**config.mk**
```make
export PLATFORM = sky130hd
export DESIGN_NAME = fetch_stage
export DESIGN_NICKNAME = d
export VERILOG_FILES = /design/src/rtl/fetch_stage.sv
export SDC_FILE = /design/constraint.sdc
export NUM_CORES = 1
export LEC_CHECK = 0
export ABC_AREA = 1
export CAP_MARGIN = 20
export CORE_ASPECT_RATIO = 1.25
export CORE_UTILIZATION = 40
export CTS_CLUSTER_DIAMETER = 40
export DETAILED_ROUTE_END_ITERATION = 10
export DONT_BUFFER_PORTS = 1
export PLACE_DENSITY = 0.59
export SETUP_SLACK_MARGIN = 0.02
export SLEW_MARGIN = 30
export SYNTH_ARGS = -nofsm -noshare
export SYNTH_HDL_FRONTEND = slang
export SYNTH_SLANG_ARGS = --single-unit
```
**constraint.sdc**
```tcl
create_clock -name i_clk -period 5.9 [get_ports i_clk]
set_clock_uncertainty 0.2 [all_clocks]
set_input_delay 1.77 -clock i_clk [delete_from_list [all_inputs] [get_ports i_clk]]
set_output_delay 1.77 -clock i_clk [all_outputs]
set_load 0.02 [all_outputs]
```
**src/rtl/fetch_stage.sv**
```systemverilog
// rtl/fetch_stage.sv - instruction fetch stage: PC, imem request FSM, IF/ID register
// Skid buffer absorbs a response arriving under stall; DROP waits out a response orphaned by a redirect.
module fetch_stage #(
    parameter logic [31:0] RESET_PC  = 32'h0000_0000,
    parameter logic [31:0] NOP_INSTR = 32'h0000_0013
) (
    input  logic        i_clk,
    input  logic        i_rst_n,
    input  logic        stall_i,
    input  logic        flush_i,
    input  logic        redirect_i,
    input  logic [31:0] redirect_pc_i,
    output logic        imem_req_o,
    output logic [31:0] imem_addr_o,
    input  logic [31:0] imem_rdata_i,
    input  logic        imem_vld_i,
    output logic [31:0] instr_o,
    output logic [31:0] pc_o,
    output logic [31:0] pc4_o,
    output logic        instr_vld_o
);

    typedef enum logic [1:0] {FETCH, HOLD, DROP} state_t;

    state_t      state;
    logic [31:0] pc_q;
    logic [31:0] pend_pc;
    logic [31:0] buf_instr;
    logic [31:0] ifid_instr;
    logic [31:0] ifid_pc;
    logic        ifid_vld;
    logic        run;
    logic [31:0] redir_pc;
    logic        kill;

    assign redir_pc = redirect_pc_i & ~32'h0000_0003;
    assign kill     = redirect_i | flush_i;

    // run keeps the request low for the first cycle after reset release
    assign imem_req_o  = run && (state != HOLD);
    assign imem_addr_o = pc_q;
    assign instr_o     = ifid_vld ? ifid_instr : NOP_INSTR;
    assign pc_o        = ifid_pc;
    assign pc4_o       = ifid_pc + 32'd4;
    assign instr_vld_o = ifid_vld;

    always_ff @(posedge i_clk or negedge i_rst_n) begin
        if (!i_rst_n) begin
            state      <= FETCH;
            pc_q       <= RESET_PC;
            pend_pc    <= 32'h0;
            buf_instr  <= 32'h0;
            ifid_instr <= NOP_INSTR;
            ifid_pc    <= 32'h0;
            ifid_vld   <= 1'b0;
            run        <= 1'b0;
        end else if (!run) begin
            run <= 1'b1;
        end else begin
            // decode consumes IF/ID whenever not stalled; a capture below re-validates it
            if (kill || !stall_i) begin
                ifid_vld <= 1'b0;
            end
            case (state)
                FETCH: begin
                    if (redirect_i) begin
                        if (imem_vld_i) begin
                            pc_q <= redir_pc;
                        end else begin
                            pend_pc <= redir_pc;
                            state   <= DROP;
                        end
                    end else if (imem_vld_i) begin
                        if (stall_i) begin
                            buf_instr <= imem_rdata_i;
                            state     <= HOLD;
                        end else begin
                            pc_q <= pc_q + 32'd4;
                            if (!flush_i) begin
                                ifid_instr <= imem_rdata_i;
                                ifid_pc    <= pc_q;
                                ifid_vld   <= 1'b1;
                            end
                        end
                    end
                end
                HOLD: begin
                    if (redirect_i) begin
                        pc_q  <= redir_pc;
                        state <= FETCH;
                    end else if (!stall_i) begin
                        pc_q  <= pc_q + 32'd4;
                        state <= FETCH;
                        if (!flush_i) begin
                            ifid_instr <= buf_instr;
                            ifid_pc    <= pc_q;
                            ifid_vld   <= 1'b1;
                        end
                    end
                end
                DROP: begin
                    if (imem_vld_i) begin
                        pc_q  <= redirect_i ? redir_pc : pend_pc;
                        state <= FETCH;
                    end else if (redirect_i) begin
                        pend_pc <= redir_pc;
                    end
                end
                default: state <= FETCH;
            endcase
        end
    end

endmodule

```
======== Word-level counts from Yosys, hierarchy flattened ========
Index checks and enable logic that the tools add are counted.
storage, ports and cells
  word-level logic and storage cells ...... 85
  flip-flop bits (word level) ............. 164
operators by class
  mux-type cells .......................... 42
  eq/ne operators ......................... 18
  $add $sub $neg .......................... 2
  reductions and logical operators ........ 13
  bitwise logic cells ..................... 2
operators with widths
  operator                                                                 number
  32-bit two-way mux                                                       23
  32-bit case mux with 2 select lines                                      3
  32-bit case mux with 3 select lines                                      1
  32-bit by 3-bit adder with 32-bit output, second input constant          2
  2-bit inequality test, second input constant                             11
  5-bit AND reduction                                                      3
  2-bit two-way mux                                                        7
  3-bit inequality test, second input constant                             4
  9-bit AND reduction                                                      1
  1-bit two-way mux                                                        6
  2-bit case mux with 3 select lines                                       1
  6-bit AND reduction                                                      1
  4-bit AND reduction                                                      1
  2-bit nonzero test                                                       2
  3-bit nonzero test                                                       1
  2-bit by 1-bit == test with 1-bit output, second input constant          1
  2-bit == test, second input constant                                     1
  2-bit zero test                                                          1
  2-bit by 1-bit inequality test with 1-bit output, second input constant  1
  1-bit case mux with 2 select lines                                       1
  1-bit logical AND                                                        1
  1-bit zero test                                                          1
  1-bit logical OR                                                         1
  1-bit inverter                                                           1
  1-bit OR                                                                 1

======== Depth between registers and ports, before layout ========
Gate-level depths: netlist of the first run.
  word-level depth ........................ 8
  mapped depth ............................ 12

======== Worst setup path before layout of the first run ========
Ideal clock, no wire load.
  path kind ............................... register -> output
  start ................................... register ifid_pc[2], in the netlist pc_o[2]
  end ..................................... output pc4_o[28]
  cell stages (with the launch flop) ...... 9
  slack ................................... 1962 ps
  data arrival time ....................... 1968 ps
  buffers on the path ..................... 0
  cells stage by stage .................... dfrtp_1 ha_1 nand3_2 nor2_1 nand2_1 nor4_2 nand2_1 nor2_1 xor2_1
on the way
  cells in the longest elaborated chain, start to end .. 1
RTL lines
  what                                      RTL line  RTL
  start: declaration                        30        logic [31:0] ifid_pc;
  start signal: assignment                  81        ifid_pc <= pc_q;
  start signal: assignment                  96        ifid_pc <= pc_q;
  32-bit by 3-bit adder with 32-bit output  44        assign pc4_o = ifid_pc + 32'd4;
  end: declaration                          19        output logic [31:0] pc4_o,
No other way between the ends.

======== Worst setup path after layout of the first run ========
Same ends and word-level chain as after synthesis.

==> run_results.csv, run 1 <==
group,metric,value,unit
floorplanning,dieWidth,135.0,um
clocking,clkSlewWorstSetupHoldPaths,0.07,ns
placed_design,gp_congestion,0.9015,
clocking,cts_max_path_buffers,2,
grt,grt_pass1_wl,40610,um
clocking,ctsResizeCount,0,
synthesis,ys_top_cells_by_area,"dfrtp_1 46%, nand2_1 16%, nand3_1 5.2%",
clocking,root_buffer,"clkbuf_16",
clocking,cts_setup_buffers,0,
timing,slew_headroom,36.28,%
clocking,insertion_delay,0.43,ns
grt,grt_overflow,0,
clocking,cts_buffers,17,
floorplanning,die-area,22700,um^2
final_layout,multiInputGateArea,4034,um^2
synthesis,ys_seq_area_share,46.48,%
timing,rsz0062_at_grt,"no",
grt,grt_pass1_vias,7280,
timing,period_minus_slack,4.678,ns
synthesis,syn_area,8838,um^2
timing,setup_ws,1.222,ns
synthesis,yosys.area.top_type,"dfrtp_1",
synthesis,syn_area_per_cell,7.452,um^2
worst_setup_path,crit_required,3.93,ns
run_status,status,"finished, final reports clean",
floorplanning,rows,60,
synthesis,synth_common_cells,"369 x nand2_1, 161 x dfrtp_1, 110 x nor2_1, 108 x inv_1, 91 x nand3_1",
synthesis,ys_ff_latch,164,
worst_setup_path,endpoint_kind,"output port",
detailed_routing,routed_wl,25750,um
worst_setup_path,r2r_slack,2.48,ns
clocking,cts_tree,"yes",
placed_design,placed_cell_area,8962,um^2
synthesis,synth_flop_cell,"dfrtp_1",
final_layout,num-nets-final,1221,
final_layout,regArea,4108,um^2
worst_setup_path,criticalPathCategory,"flop to output port",
synthesis,synth_top_area_share,45.58,%
power,power,5.378,mW
synthesis,synthCells,1186,
grt,grt.total_usage,23.27,%
synthesis,synth_fp_nets,1258,
timing,fin_crit_sh,79.28,%
power,cellPowerDensity,561.4,nW/um^2
timing,drv_slew,0,
final_layout,num_antenna_cells,0,
synthesis,yosys_warnings,0,
timing,worst_pin_slew,0.9558,ns
detailed_routing,dr.pass1.iters,5,
synthesis,postSynth.asyncResetShare,100.0,%
floorplanning,die_y,168.2,um
floorplanning,io_pins,200,
final_layout,synthToLayoutAreaGrowth,8.381,%
final_layout,final_area,9579,um^2
synthesis,yosysMostFrequentCell,"nand2_1",
detailed_routing,drc_errors,0,
floorplanning,design.core.area,21620,um^2
grt,antenna_found_initial,0,
worst_setup_path,critPathLaunchType,"flop",
clocking,cts_hold_buffers,0,
power,cellLeakagePower,4.683,nW
detailed_routing,wl_per_cell,17.87,um
worst_setup_path,cp.arrival,2.71,ns
placed_design,io_buffers,0,
final_layout,fillers,2221,
placed_design,post-dp-hpwl,17820,um
final_layout,layout-drive-gt1-share,5.422,%
detailed_routing,drtAntennaViolNets,0,
clocking,h-tree-depth,4,
detailed_routing,route.vias.total,7567,
grt,grt_max_degree,165,
detailed_routing,vias_per_cell,5.251,
timing,clock.fmax,213.8,MHz
power,ir_drop,0.0002335,V
timing,final-hold-violation-count,0,
synthesis,synth_edf_count,0,
worst_setup_path,worstPathMaxFanout,5,
detailed_routing,dr.first_iter.drc_count,419,
timing,tns,0,ns
clocking,cts.sinks,164,
timing,final-setup-viol-count,0,
placed_design,dp_slack,1.651,ns
min_path,hp-class,"flop to flop",
flow_run,max_cap_violations,0,
synthesis,synth.distinct_cells,39,
floorplanning,start_util,40.88,%
worst max-delay path, cell delays in order (launching register included):
cell     delay [ns]
dfrtp_1        0.54
ha_1           0.26
nand3_2        0.12
nor2_1         0.23
nand2_1        0.18
nor4_2         0.27
nand2_1        0.16
nor2_1         0.14
xor2_1         0.39
cells by family (layout without fill, tap and decap cells):
kind of cell / after synthesis / count (layout) / share of synthesized area (%)
multiplexers: 10 / 10 / 1.274
AND/OR/NAND/NOR: 616 / 616 / 28.98
other: 1 / 1 / 0.04243
buffers and inverters: 175 / 151 / 7.885
flip-flops: 164 / 164 / 46.48
AO/OA/AOI/OAI: 185 / 185 / 11.79
XOR/XNOR: 33 / 33 / 3.270
adder cells (fa/ha/maj): 2 / 2 / 0.2831
power breakdown:
| group | internal, mW | switching [mW] | leakage (nW) |
|---|---|---|---|
| clock network | 0.686 | 0.491 | 0.296 |
| logic | 0.533 | 1.16 | 2.42 |
| registers | 1.65 | 0.853 | 1.97 |
| total | 2.87 | 2.51 | 4.68 |
cells in the final DEF (no fill, tap or decap), types with 8 or more instances in the layout:
cell	synthesis	layout
nand2_1	369	369
dfrtp_1	161	161
nor2_1	110	110
inv_1	108	108
nand3_1	91	91
o21ai_0	86	86
a21oi_1	46	46
a31oi_1	28	28
xor2_1	23	23
clkbuf_16	0	17
nor3_1	16	16
nand4_1	12	12
a221oi_1	10	10
xnor2_1	10	10
a22oi_1	8	8
mux2_1	8	8
per-layer routing:
| layer | part of all wire [%] | global-route usage [%] | vias up |
|---|---|---|---|
| li1 | - | - | 3764 |
| met1 | 40 | 27.24 | 3527 |
| met2 | 50 | 39.91 | 244 |
| met3 | 8.0 | 7.046 | 32 |
| met4 | 2.5 | 8.354 | 0 |
| met5 | 0 | 0 | - |
final cells by class:
class	instances	share of cell area (%)
Tap cell	279	3.644
Inverter	113	4.454
Clock buffer	19	4.624
Timing Repair Buffer	6	0.4702
Sequential cell	164	42.88
Multi-Input combinational cell	847	42.11
Clock inverter	13	1.816
through the flow:
step	util (%)	hold WS, ns	instances
final	44.31	0.2718	1441
after global placement	41.44	0.2535	1409
after floorplan	-	0.2425	1186
after global routing	44.31	0.2855	1441
after CTS	44.31	0.2754	1441
after detailed placement	41.45	0.2586	1409
state kept, by name (all words and copies together) (netlist names):
name	count
buf_instr	32
pend_pc	32
imem_addr_o	32
state	2
instr_vld_o	1
pc_o	32
ifid_instr	32
run	1
path summary, 6_finish.rpt:
kind | startpoint | to | cells after the start
worst min register to register | buf_instr[8]$_DFFE_PN0P_ | buf_instr[8]$_DFFE_PN0P_ | 2
max in group asynchronous | i_rst_n | ifid_instr[4]$_DFFE_PN1P_ | 0
worst max register to register | state[0]$_DFFE_PN0P_ | buf_instr[4]$_DFFE_PN0P_ | 10
worst max-delay path | pc_o[2]$_DFFE_PN0P_ | pc4_o[28] | 8
worst min-delay path | buf_instr[8]$_DFFE_PN0P_ | buf_instr[8]$_DFFE_PN0P_ | 2
min in group asynchronous | i_rst_n | pc_o[17]$_DFFE_PN0P_ | 0
No activity file was read; power rests on OpenSTA's default activity.
==> inputs of run 2 (changes only) <==
- clock period: 5.9 -> 4.63 ns (I/O delays scaled with it)
==> run 2 against run 1 <==
Total power up 28%; first-iteration DRC count shrank 4.8%; register-to-register slack got worse by 0.74 ns; critical path type unchanged; combinational power rose by 28%.
==> run_results.csv, run 2 (synthesis gave the netlist of run 1 again) <==
group,metric,value,unit
run_status,status,"finished, final reports clean",
final_layout,layout_commonest_cell,"nand2_1",
grt,grt_pass1_vias,7403,
placed_design,dp_slack,0.7652,ns
clocking,cts.sinks,164,
worst_setup_path,r2r_slack,1.74,ns
floorplanning,design.core.area,21620,um^2
final_layout,mostFrequentLayoutCells,"369 x nand2_1, 161 x dfrtp_1, 110 x nor2_1, 108 x inv_1, 91 x nand3_1",
floorplanning,dieWidth,135.0,um
detailed_routing,vias_per_cell,5.293,
worst_setup_path,worstPathMaxFanout,5,
final_layout,layout-drive-gt1-share,5.832,%
floorplanning,rows,60,
clocking,root_buffer,"clkbuf_16",
timing,drv_slew,0,
worst_setup_path,cp.arrival,2.70,ns
detailed_routing,drtAntennaViolNets,0,
floorplanning,start_util,40.88,%
grt,grt_busiest_layer,"met2",
clocking,ctsResizeCount,0,
floorplanning,io_pins,200,
timing,rsz0062_at_grt,"no",
worst_setup_path,startpoint,"pc_o[2]$_DFFE_PN0P_",
worst_setup_path,r2r_start,"state[0]$_DFFE_PN0P_",
power,ir_drop,0.0003281,V
placed_design,io_buffers,0,
grt,grt_max_degree,165,
timing,final-setup-viol-count,0,
clocking,cts_hold_buffers,0,
clocking,cts_setup_buffers,0,
detailed_routing,route.vias.total,7649,
detailed_routing,dr.first_iter.drc_count,399,
detailed_routing,wl_per_cell,17.90,um
final_layout,num_antenna_cells,0,
worst_setup_path,critPathLaunchType,"flop",
detailed_routing,drc_errors,0,
clocking,cts_buffers,17,
clocking,insertion_delay,0.43,ns
worst_setup_path,criticalPathCategory,"flop to output port",
placed_design,post-dp-hpwl,17940,um
detailed_routing,dr.pass1.iters,5,
worst_setup_path,crit_required,3.04,ns
placed_design,gp_congestion,0.9021,
detailed_routing,routed_wl,25860,um
clocking,clkSlewWorstSetupHoldPaths,0.06,ns
final_layout,synthToLayoutAreaGrowth,8.706,%
timing,fin_crit_sh,92.69,%
final_layout,final_cells,1445,
flow_run,max_cap_violations,0,
timing,worst_pin_slew,0.8152,ns
grt,grt.total_usage,23.55,%
grt,grt_pass1_wl,41260,um
timing,final-hold-violation-count,0,
power,cellLeakagePower,4.698,nW
timing,slew_headroom,45.59,%
min_path,holdCritStartpoint,"buf_instr[8]$_DFFE_PN0P_",
min_path,hp-class,"flop to flop",
floorplanning,die-area,22700,um^2
grt,use_met2,40.81,%
floorplanning,die_y,168.2,um
grt,met3_usage,6.896,%
clocking,cts_max_path_buffers,2,
clocking,cts_tree,"yes",
timing,period_minus_slack,4.292,ns
power,cellPowerDensity,715.9,nW/um^2
grt,use_met1,27.93,%
timing,setup_ws,0.3383,ns
final_layout,num-nets-final,1225,
timing,tns,0,ns
clocking,h-tree-depth,4,
timing,clock.fmax,233.0,MHz
grt,grt_overflow,0,
grt,antenna_found_initial,0,
timing,hold_ws,0.2721,ns
placed_design,placed_cells,1413,
worst_setup_path,endpoint_kind,"output port",
[run 2: cell type report]
type,instances,area (um^2)
well taps,279,349.1
inverters,113,426.7
fillers,2260,12010
repair buffers,10,75.07
multi-input cells,847,4034
flip-flops and latches,164,4108
clock inverters,14,176.4
clock buffers,18,439.2
[run 2: where the power goes]
group | internal (mW) | switching [mW] | total [mW]
logic | 0.692 | 1.48 | 2.17
clock network | 0.870 | 0.629 | 1.50
registers | 2.11 | 1.10 | 3.21
total | 3.67 | 3.21 | 6.88
[run 2: worst paths after layout]
check | to | cells past startpoint
setup / recovery | pc4_o[28] | 8
hold / removal | buf_instr[8]$_DFFE_PN0P_ | 2
setup reg to reg | pend_pc[12]$_DFFE_PN0P_ | 7
hold reg to reg | buf_instr[8]$_DFFE_PN0P_ | 2
max in group asynchronous | ifid_instr[1]$_DFFE_PN1P_ | 0
min in group asynchronous | pc_o[17]$_DFFE_PN0P_ | 0
[run 2: routing by layer]
metal	wire length (um)	share of wire, %	up-vias
li1	-	-	3774
met1	10480	41	3635
met2	12960	50	217
met3	1913	7.4	23
met4	508	2.0	0
met5	0	0	-
[run 2: per-stage QoR]
| step | total power [mW] | util (%) | instance area (um^2) |
|---|---|---|---|
| 3_5_place_dp | 5.421 | 41.59 | 8992 |
| 6_report | 6.878 | 44.44 | 9608 |
| 4_1_cts | 6.942 | 44.44 | 9608 |
| 5_1_grt | 7.381 | 44.44 | 9608 |
| 3_3_place_gp | 5.366 | 41.58 | 8990 |
| 2_1_floorplan | 4.730 | - | 8838 |
[run 2: critical path, stage by stage (launching register included)]
cell	delay (ns)
dfrtp_1	0.53
ha_1	0.26
nand3_2	0.12
nor2_1	0.22
nand2_1	0.17
nor4_2	0.29
nand2_1	0.17
nor2_1	0.14
xor2_1	0.39
